`config.mk`:
```
export PLATFORM = sky130hd
export DESIGN_NAME = barrier_sync_ctrl
export DESIGN_NICKNAME = d
export VERILOG_FILES = /design/src/rtl/barrier_sync_ctrl.sv
export SDC_FILE = /design/constraint.sdc
export NUM_CORES = 1
export LEC_CHECK = 0
export CAP_MARGIN = 20
export CELL_PAD_IN_SITES_DETAIL_PLACEMENT = 1
export CELL_PAD_IN_SITES_GLOBAL_PLACEMENT = 1
export CORE_ASPECT_RATIO = 1.1
export CORE_MARGIN = 4
export CORE_UTILIZATION = 44
export DETAILED_ROUTE_END_ITERATION = 6
export HOLD_SLACK_MARGIN = 0.15
export PLACE_DENSITY = 0.87
export SYNTH_ARGS = -nofsm -noshare
export SYNTH_HDL_FRONTEND = slang
export SYNTH_SLANG_ARGS = --single-unit
```
`constraint.sdc`:
```
create_clock -name clk -period 4.29 [get_ports clk]
set_input_delay 0.858 -clock clk [delete_from_list [all_inputs] [get_ports clk]]
set_output_delay 0.858 -clock clk [all_outputs]
set_load 0.02 [all_outputs]
```
`src/rtl/barrier_sync_ctrl.sv`:
```
// Purpose: kernel-level SYNC/EXIT sequencer; launches a kernel, gathers cores at barriers, flags completion.
// Latency: barrier_release one cycle after the last arrival is sampled; kernel_done one cycle after the last exit.
// Backpressure: none; cores hold sync_req until released; start is ignored while busy.
module barrier_sync_ctrl #(
   parameter int NUM_CORES     = 4,
   parameter int TIMEOUT_WIDTH = 16
) (
   input  logic                 clk,
   input  logic                 rst_n,
   input  logic                 start,
   input  logic [NUM_CORES-1:0] core_mask,
   input  logic [NUM_CORES-1:0] sync_req,
   input  logic [NUM_CORES-1:0] exit_req,
   output logic [NUM_CORES-1:0] core_active,
   output logic [NUM_CORES-1:0] barrier_release,
   output logic [7:0]           barrier_count,
   output logic                 busy,
   output logic                 kernel_done,
   output logic                 timeout_err
);

   typedef enum logic [1:0] {IDLE, RUN, RELEASE, DONE} state_t;

   localparam logic [TIMEOUT_WIDTH-1:0] WAIT_MAX  = '1;
   localparam logic [TIMEOUT_WIDTH-1:0] WAIT_LAST = WAIT_MAX - TIMEOUT_WIDTH'(1);

   state_t                   state_q;
   logic [NUM_CORES-1:0]     active_q;
   logic [NUM_CORES-1:0]     arrived_q;
   logic [NUM_CORES-1:0]     release_q;
   logic [TIMEOUT_WIDTH-1:0] wait_cnt_q;
   logic [7:0]               count_q;
   logic                     busy_q;
   logic                     done_q;
   logic                     timeout_q;

   logic [NUM_CORES-1:0]     exits_d;
   logic [NUM_CORES-1:0]     act_d;
   logic [NUM_CORES-1:0]     arr_d;

   // Next active/arrived sets; an exit on a core overrides its SYNC in the same cycle.
   always_comb begin
      exits_d = exit_req & active_q;
      act_d   = active_q & ~exits_d;
      arr_d   = (arrived_q | (sync_req & active_q)) & ~exits_d;
   end

   // Sequencer FSM with all outputs held in registers.
   always_ff @(posedge clk or negedge rst_n) begin
      if (!rst_n) begin
         state_q    <= IDLE;
         active_q   <= '0;
         arrived_q  <= '0;
         release_q  <= '0;
         wait_cnt_q <= '0;
         count_q    <= '0;
         busy_q     <= 1'b0;
         done_q     <= 1'b0;
         timeout_q  <= 1'b0;
      end else begin
         release_q <= '0;
         done_q    <= 1'b0;
         case (state_q)
            IDLE: begin
               if (start) begin
                  active_q   <= core_mask;
                  arrived_q  <= '0;
                  count_q    <= '0;
                  wait_cnt_q <= '0;
                  timeout_q  <= 1'b0;
                  busy_q     <= 1'b1;
                  if (core_mask == '0) begin
                     state_q <= DONE;
                     done_q  <= 1'b1;
                  end else begin
                     state_q <= RUN;
                  end
               end
            end
            RUN: begin
               active_q  <= act_d;
               arrived_q <= arr_d;
               // Watchdog only runs while someone is parked at the barrier; it never releases.
               if (arrived_q != '0 && wait_cnt_q != WAIT_MAX) begin
                  wait_cnt_q <= wait_cnt_q + TIMEOUT_WIDTH'(1);
                  if (wait_cnt_q == WAIT_LAST) begin
                     timeout_q <= 1'b1;
                  end
               end
               if (act_d == '0) begin
                  state_q <= DONE;
                  done_q  <= 1'b1;
               end else if (arr_d == act_d) begin
                  state_q   <= RELEASE;
                  release_q <= arr_d;
               end
            end
            RELEASE: begin
               active_q   <= act_d;
               arrived_q  <= '0;
               wait_cnt_q <= '0;
               count_q    <= count_q + 8'd1;
               if (act_d == '0) begin
                  state_q <= DONE;
                  done_q  <= 1'b1;
               end else begin
                  state_q <= RUN;
               end
            end
            DONE: begin
               active_q  <= '0;
               arrived_q <= '0;
               busy_q    <= 1'b0;
               state_q   <= IDLE;
            end
            default: begin
               state_q <= IDLE;
            end
         endcase
      end
   end

   assign core_active     = active_q;
   assign barrier_release = release_q;
   assign barrier_count   = count_q;
   assign busy            = busy_q;
   assign kernel_done     = done_q;
   assign timeout_err     = timeout_q;

endmodule

```
Word level (Yosys, flattened, before mapping)
Cells that the tools add are included.

Output and inout bits: 19. Word-level logic and storage cells: 71. Input bits: 15. Flip-flop bits (word level): 41.

Reduce and logical (&&, ||, !) cells: 16. Bitwise operators: 6. Muxes and demuxes: 28. Add/subtract/negate cells: 2. Equality and inequality tests: 10.

Operators by type and width (count): 16-bit case mux with 3 select lines (1); 16-bit two-way mux (2); 4-bit case mux with 3 select lines (2); 4-bit two-way mux (5); 16-bit by 1-bit adder with 16-bit output (second input constant) (1); 4-bit AND (4); 16-bit equality test (second input constant) (1); 16-bit != test (second input constant) (1); 8-bit case mux with 2 select lines (1); 2-bit two-way mux (5); 8-bit by 1-bit adder with 8-bit output (second input constant) (1); 4-bit logical NOT (2); 8-bit two-way mux (1); 2-bit case mux with 4 select lines (1); 1-bit two-way mux (7); 2-bit != test (second input constant) (3); 1-bit case mux with 2 select lines (3); 2-bit AND reduction (3); 2-bit nonzero test (3); 2-bit equality test (second input constant) (2); 4-bit equality test (1); 4-bit NOT (1); 4-bit OR (1); 4-bit AND reduction (1); other kinds (8) (9).

Longest topological paths before layout
Depth after elaboration: 7. Gate-level depth with buffers: 9. Mapped depth without buffers: 7.

Least setup slack after synthesis
OpenSTA, ideal clock, no wires.

Kind: in2reg. From: input start. To: register wait_cnt_q[6]. Library setup time: 0.121 ns. Buffers on the path: 2. Data arrival time: 1.941 ns. Stages: 7. Required time: 4.169 ns. Path slack: 2.228 ns. Cell sequence: nand2b_1 > clkbuf_1 > nand2_1 > clkbuf_1 > nor2_1 > mux2_2 > a22o_1.

Word-level cells in the longest chain between the ends: 2.

RTL lines: start: declaration (line 10) `input logic start,`; 2-bit != test (no source line); 3-bit AND reduction (no source line); end signal: assignment (line 85) `wait_cnt_q <= wait_cnt_q + TIMEOUT_WIDTH'(1);`; end: declaration (line 31) `logic [TIMEOUT_WIDTH-1:0] wait_cnt_q;`.

No other way between the ends. A chain may end at the register's enable or synchronous reset.

Final worst setup path
From: input start. To: register wait_cnt_q[12].

The elaborated chain is that of the path after synthesis.

==> out/results.ini <==
[final_layout]
layout_common_cells = dfrtp_1, clkdlybuf4s50_1, nor2_1
final_common_cell = dfrtp_1
drive_above_1_share_pct = 5.28
nets = 305
area_growth_pct = 18.9
fin_area_sq_mm = 0.00276
antenna_cells = 0

[floorplanning]
core_area_sq_mm = 0.00507
die_area_sq_mm = 0.00651
chipHeight_microns = 84.2
rows = 27
io_pins = 34
die_w_microns = 77.3
initial_utilization_pct = 45.8

[timing]
finalSetupTns_ps = 0
fmax_mhz = 361
tightest_slew_ps = 911
fin_crit_sh_pct = 64.5
hold_slack_ps = 542
max-slew-margin-rel_pct = 39.1
hold_viol = 0
fin_crit_ps = 2770
rsz0062_at_grt = no
clock_skew_ps = 3.45
setup-violations-final = 0
finalMaxSlewViolations = 0

[clocking]
h-tree-depth = 2
clock-root-buffer = clkbuf_8
cts_resized = 0
cts_sinks = 41
clockBufferDepth = 2
cts.reportedPaths.clkPinSlew_ps = 80
cts_tree = done
ctsHoldBuffers = 0
post_cts_buffers = 0
clk_latency_ps = 300
cts_buffers = 5

[synthesis]
synthArstFlopShare_pct = 100
ys_ff_latch = 41
synth_ff_type = dfrtp_1
ys_seq_area_share_pct = 44.2
synth_top_cell_area_share_pct = 44.2
yosys_warnings = 0
synth.distinct_cells = 50
syn_nets = 274
syn_area_sq_mm = 0.00232
yosys.area.top_type = dfrtp_1
synth_edf_count = 0
syn_inst = 252
avgSynthCellArea_sq_um = 9.22
synth_area_leaders = dfrtp_1, nor2_1, o21ai_0, ha_1, nand2_1

[global_route]
grt_max_degree = 42
grt_pass1_vias = 2137
grt_overflow_total = 0
track_usage_pct = 20.8
grt_pass1_wl_mm = 10.8
antenna_found_initial = 0

[critical_path]
critPathLaunchType = primary input
cp-end-kind = register
cp_cell_sequence = clkdlybuf4s50_1 -> nor2b_1 -> nor2_1 -> and3_1 -> o2111a_1 -> a211oi_1
slowest_stage = nor2b_1
path_max_fanout = 13
slowest_delay_ps = 730
cp.arrival_ps = 2970
cp.required_ps = 4490
critical_path_class = primary input to register

[power]
p_leak_uw = 0.00117
ir_drop_uv = 206
power_density_mw_per_mm2 = 476

[outcome]
status = complete, no violations

[drt]
drt_iter0_drc = 53
drc = 0
ant_nets = 0
drt_first_pass_iters = 4
vias = 2078
via_per_inst = 6.08
routed_wire_length_per_instance_microns = 18.7
routed_wl_mm = 6.39

[flow_run]
maxCapViolCount = 0

[place]
portBuffers = 33
dpl-instance-area_sq_mm = 0.00268
dpl.hpwl_mm = 4.81
gp_congestion = 0.861

[hold_path]
hp-class = register to register

==> cells by family (layout without fill, tap and decap cells) <==
kind of cell	after synthesis	after routing	synth area share, %
xor gates and xnor gates	6	6	2.26
AOI/OAI and AO/OA	67	67	19.6
DFF	41	41	44.2
adders and majority gates	7	7	3.77
buffers and inverters	18	50	3.23
and+or+nand+nor	107	107	24.2
muxes	6	6	2.69
==> registers in the layout, indices dropped and copies added, names as in the netlist <==
register / count
wait_cnt_q: 16
barrier_count: 8
arrived_q: 4
barrier_release: 4
core_active: 4
state_q: 2
busy: 1
kernel_done: 1
timeout_err: 1
==> worst paths after layout <==
path	from	endpoint	slack, ps	cells after the start
min in group asynchronous	rst_n	barrier_count[5]	690	1
setup reg to reg	state_q[0]	wait_cnt_q[12]	1540	7
hold / removal	wait_cnt_q[12]	wait_cnt_q[12]	540	1
hold reg to reg	wait_cnt_q[12]	wait_cnt_q[12]	540	1
max in group asynchronous	rst_n	kernel_done	3030	1
setup / recovery	start	wait_cnt_q[12]	1520	6
==> synthesized netlist by cell type, types with 2 or more instances <==
cell / instances
and4_1: 2
nor3_1: 4
and3_1: 5
a22o_1: 6
xor2_1: 5
dfrtp_1: 41
or3_1: 3
a22oi_1: 3
nand2_1: 21
inv_1: 8
o211ai_1: 2
a21o_1: 2
clkbuf_1: 8
o21ai_0: 18
a31oi_1: 3
ha_1: 7
nor2_1: 25
nand3_1: 11
a21oi_1: 13
mux2i_1: 4
mux2_2: 2
o31ai_1: 2
a211o_1: 4
or4_1: 4
nand2b_1: 2
nand4_1: 10
nor4_1: 5
nor2b_1: 9
a211oi_1: 2
==> layer usage <==
metal  global-route usage (%)  vias up  wire [microns]
li1                         -      994               -
met1                     27.7     1034            2950
met2                     34.0       39            3110
met3                     3.86       11             188
met4                     7.28        0             138
met5                        0        -               0
==> where the power goes <==
part           switching (uW)  internal (uW)  leakage (uW)
sequential               68.1            436      0.000560
combinational             358            202      0.000561
clock                     136            113     0.0000450
total                     562            751       0.00117
==> worst max-delay path: cells and delay by family <==
family | cells | cell delay (ps)
AND/OR/NAND/NOR | 3 | 1240
buffers and inverters | 1 | 460
AO/OA/AOI/OAI | 2 | 400
==> metrics by stage <==
step | setup WS, ps | utilization (%) | total power [uW] | std cells
2_1_floorplan | 2230 | - | 861 | 252
3_3_place_gp | 1400 | 52.9 | 1050 | 334
3_5_place_dp | 1260 | 52.9 | 1070 | 334
4_1_cts | 1580 | 54.5 | 1320 | 342
5_1_grt | 1300 | 54.5 | 1410 | 342
6_report | 1520 | 54.5 | 1310 | 342
==> cell type report <==
class | instances | area [sq um]
Sequential cell | 41 | 1030
Clock inverter | 2 | 10.0
Multi-Input combinational cell | 193 | 1220
Inverter | 9 | 33.8
Timing Repair Buffer | 33 | 325
Clock buffer | 6 | 72.6
Tap cell | 58 | 72.6
Fill cell | 593 | 2310
(Power assumes the default switching activity.)
==> edit (config.mk and constraints unchanged) <==
Set the parameter `TIMEOUT_WIDTH` to 32 (it was 16).
--- a/src/rtl/barrier_sync_ctrl.sv
+++ b/src/rtl/barrier_sync_ctrl.sv
@@ -4,5 +4,5 @@
 module barrier_sync_ctrl #(
    parameter int NUM_CORES     = 4,
-   parameter int TIMEOUT_WIDTH = 16
+   parameter int TIMEOUT_WIDTH = 32
 ) (
    input  logic                 clk,
Formal check against the unedited RTL: same outputs for any inputs over 10 cycles, from zero or initial values and one cycle with rst_n low; that may be too few to reach the edited logic, so the function may still have changed.
==> edit against the original RTL <==
Wire length rose by 57%; synthesized cell count rose by 50%; sequential share of layout area fell by 1.8 points; worst setup slack got worse by 0.13 ns; final area rose by 46%; sequential cell count rose by 16; synthesized area rose by 49%; power rose by 51%; largest cell class unchanged; highest routed layer unchanged.
==> edit: results <==
[global_routing]
grtUsageTotal = 0.232
grt_start_max_net_pins = 33
grt_pass1_vias = 3415
grt_pass1_wl_mm = 17.3

[cts]
clock_latency_ns = 0.35
cts_buffers = 9
cts_max_level = 3
clockBufferDepth = 2

[hold_path]
hold_path_startpoint = "wait_cnt_q[31]"
hold_path.class = "flop to flop"
min_to = "wait_cnt_q[31]"

[worst_setup_path]
r2r_cells = 7
crit_fanout = 10
r2r_slack_ns = 1.46
r2r-end = "wait_cnt_q[27]"
cp.arrival_ns = 3.12

[synthesis]
ys_seq_area_frac = 0.413
syn_nets = 400
synth.area.top_cells = "dfrtp_1 (41%), nand2_1 (4.7%), o21ai_0 (4.3%)"
ys_types = 56
synth_common_cells = "dfrtp_1 (57), nand2_1 (43), o21ai_0 (30)"

[cells_and_area]
drive_gt1_frac = 0.0797
largest_reg_flops = 32
final_nets = 431
nFillCells = 892

[power]
peakVddDrop_v = 0.000239
leakagePower_uw = 0.00162

[drt]
viasPerCell = 6.20
drt_iter0_drc = 218
wirelength_mm = 10.0

[timing]
slew_headroom = 0.444
holdWs_ns = 0.499
fin_skew_ns = 0.0106

[place]
hpwlAfterDp_mm = 7.24
port_buffers = 33
dp_slack_ns = 1.07
routabilityCongestion = 0.821

[outcome]
status = "finished, final reports clean"
-- edit: cell types whose count changed in the layout (fill, tap and decap cells not counted), moves of 5 or more --
cell	unedited run	this run
dfrtp_1	41	57
nand2_1	21	43
o31ai_1	2	7
nor2_1	25	20
clkbuf_8	5	11
o21ai_1	0	5
nand3_1	11	21
buf_4	0	5
and2_1	1	7
a31oi_1	3	10
o21ai_0	18	30
nor3_1	4	10
-- edit: layout make-up --
cell class	count	area [µm²]	share of cell area
Multi-Input combinational cell	293	1890	0.469
Sequential cell	57	1430	0.354
Clock buffer	11	151	0.0376
Tap cell	105	131	0.0326
Inverter	10	37.5	0.00931
Timing Repair Buffer	38	363	0.0900
Clock inverter	5	30.0	0.00745
-- edit: logic make-up after synthesis --
kind of cell / Yosys count / synth area share
buffers and inverters: 28 / 0.0388
AO/OA/AOI/OAI: 113 / 0.225
adder cells (fa/ha/maj): 7 / 0.0254
multiplexers: 5 / 0.0156
flip-flops: 57 / 0.413
AND/OR/NAND/NOR: 163 / 0.269
XOR/XNOR: 5 / 0.0127
-- edit: worst max-delay path by stage --
stage                          end  slack (ns)  cells past startpoint
floorplan           wait_cnt_q[12]        1.90                      8
global placement    wait_cnt_q[31]        1.20                      6
detailed placement  wait_cnt_q[27]        1.07                      6
CTS                 wait_cnt_q[27]        1.40                      6
global route        wait_cnt_q[31]        1.13                      6
finish              wait_cnt_q[27]        1.39                      6
-- edit: worst max-delay path: stages --
cell	delay [ns]
clkdlybuf4s50_1	0.59
nor2b_1	0.17
or3_1	0.46
a31oi_1	0.27
nand2_1	0.31
o41ai_1	0.46
-- edit: where the power goes --
| group | switching (µW) | internal, µW | total (µW) |
|---|---|---|---|
| clock network | 226 | 238 | 463 |
| registers | 87.9 | 594 | 682 |
| logic | 535 | 298 | 832 |
-- edit: per-stage QoR --
step	util	std cells	cell area, µm²	power (µW)
floorplan	-	378	3450	1260
global placement	0.510	503	3850	1470
detailed placement	0.510	503	3850	1520
CTS	0.534	519	4030	1990
global route	0.534	519	4030	2100
finish	0.534	519	4030	1980
-- edit: layer usage --
layer	GRT usage	routed length, µm	vias to the layer above
li1	-	-	1514
met1	0.281	4410	1618
met2	0.414	5110	68
met3	0.0306	326	17
met4	0.0960	192	0
met5	0	0	-
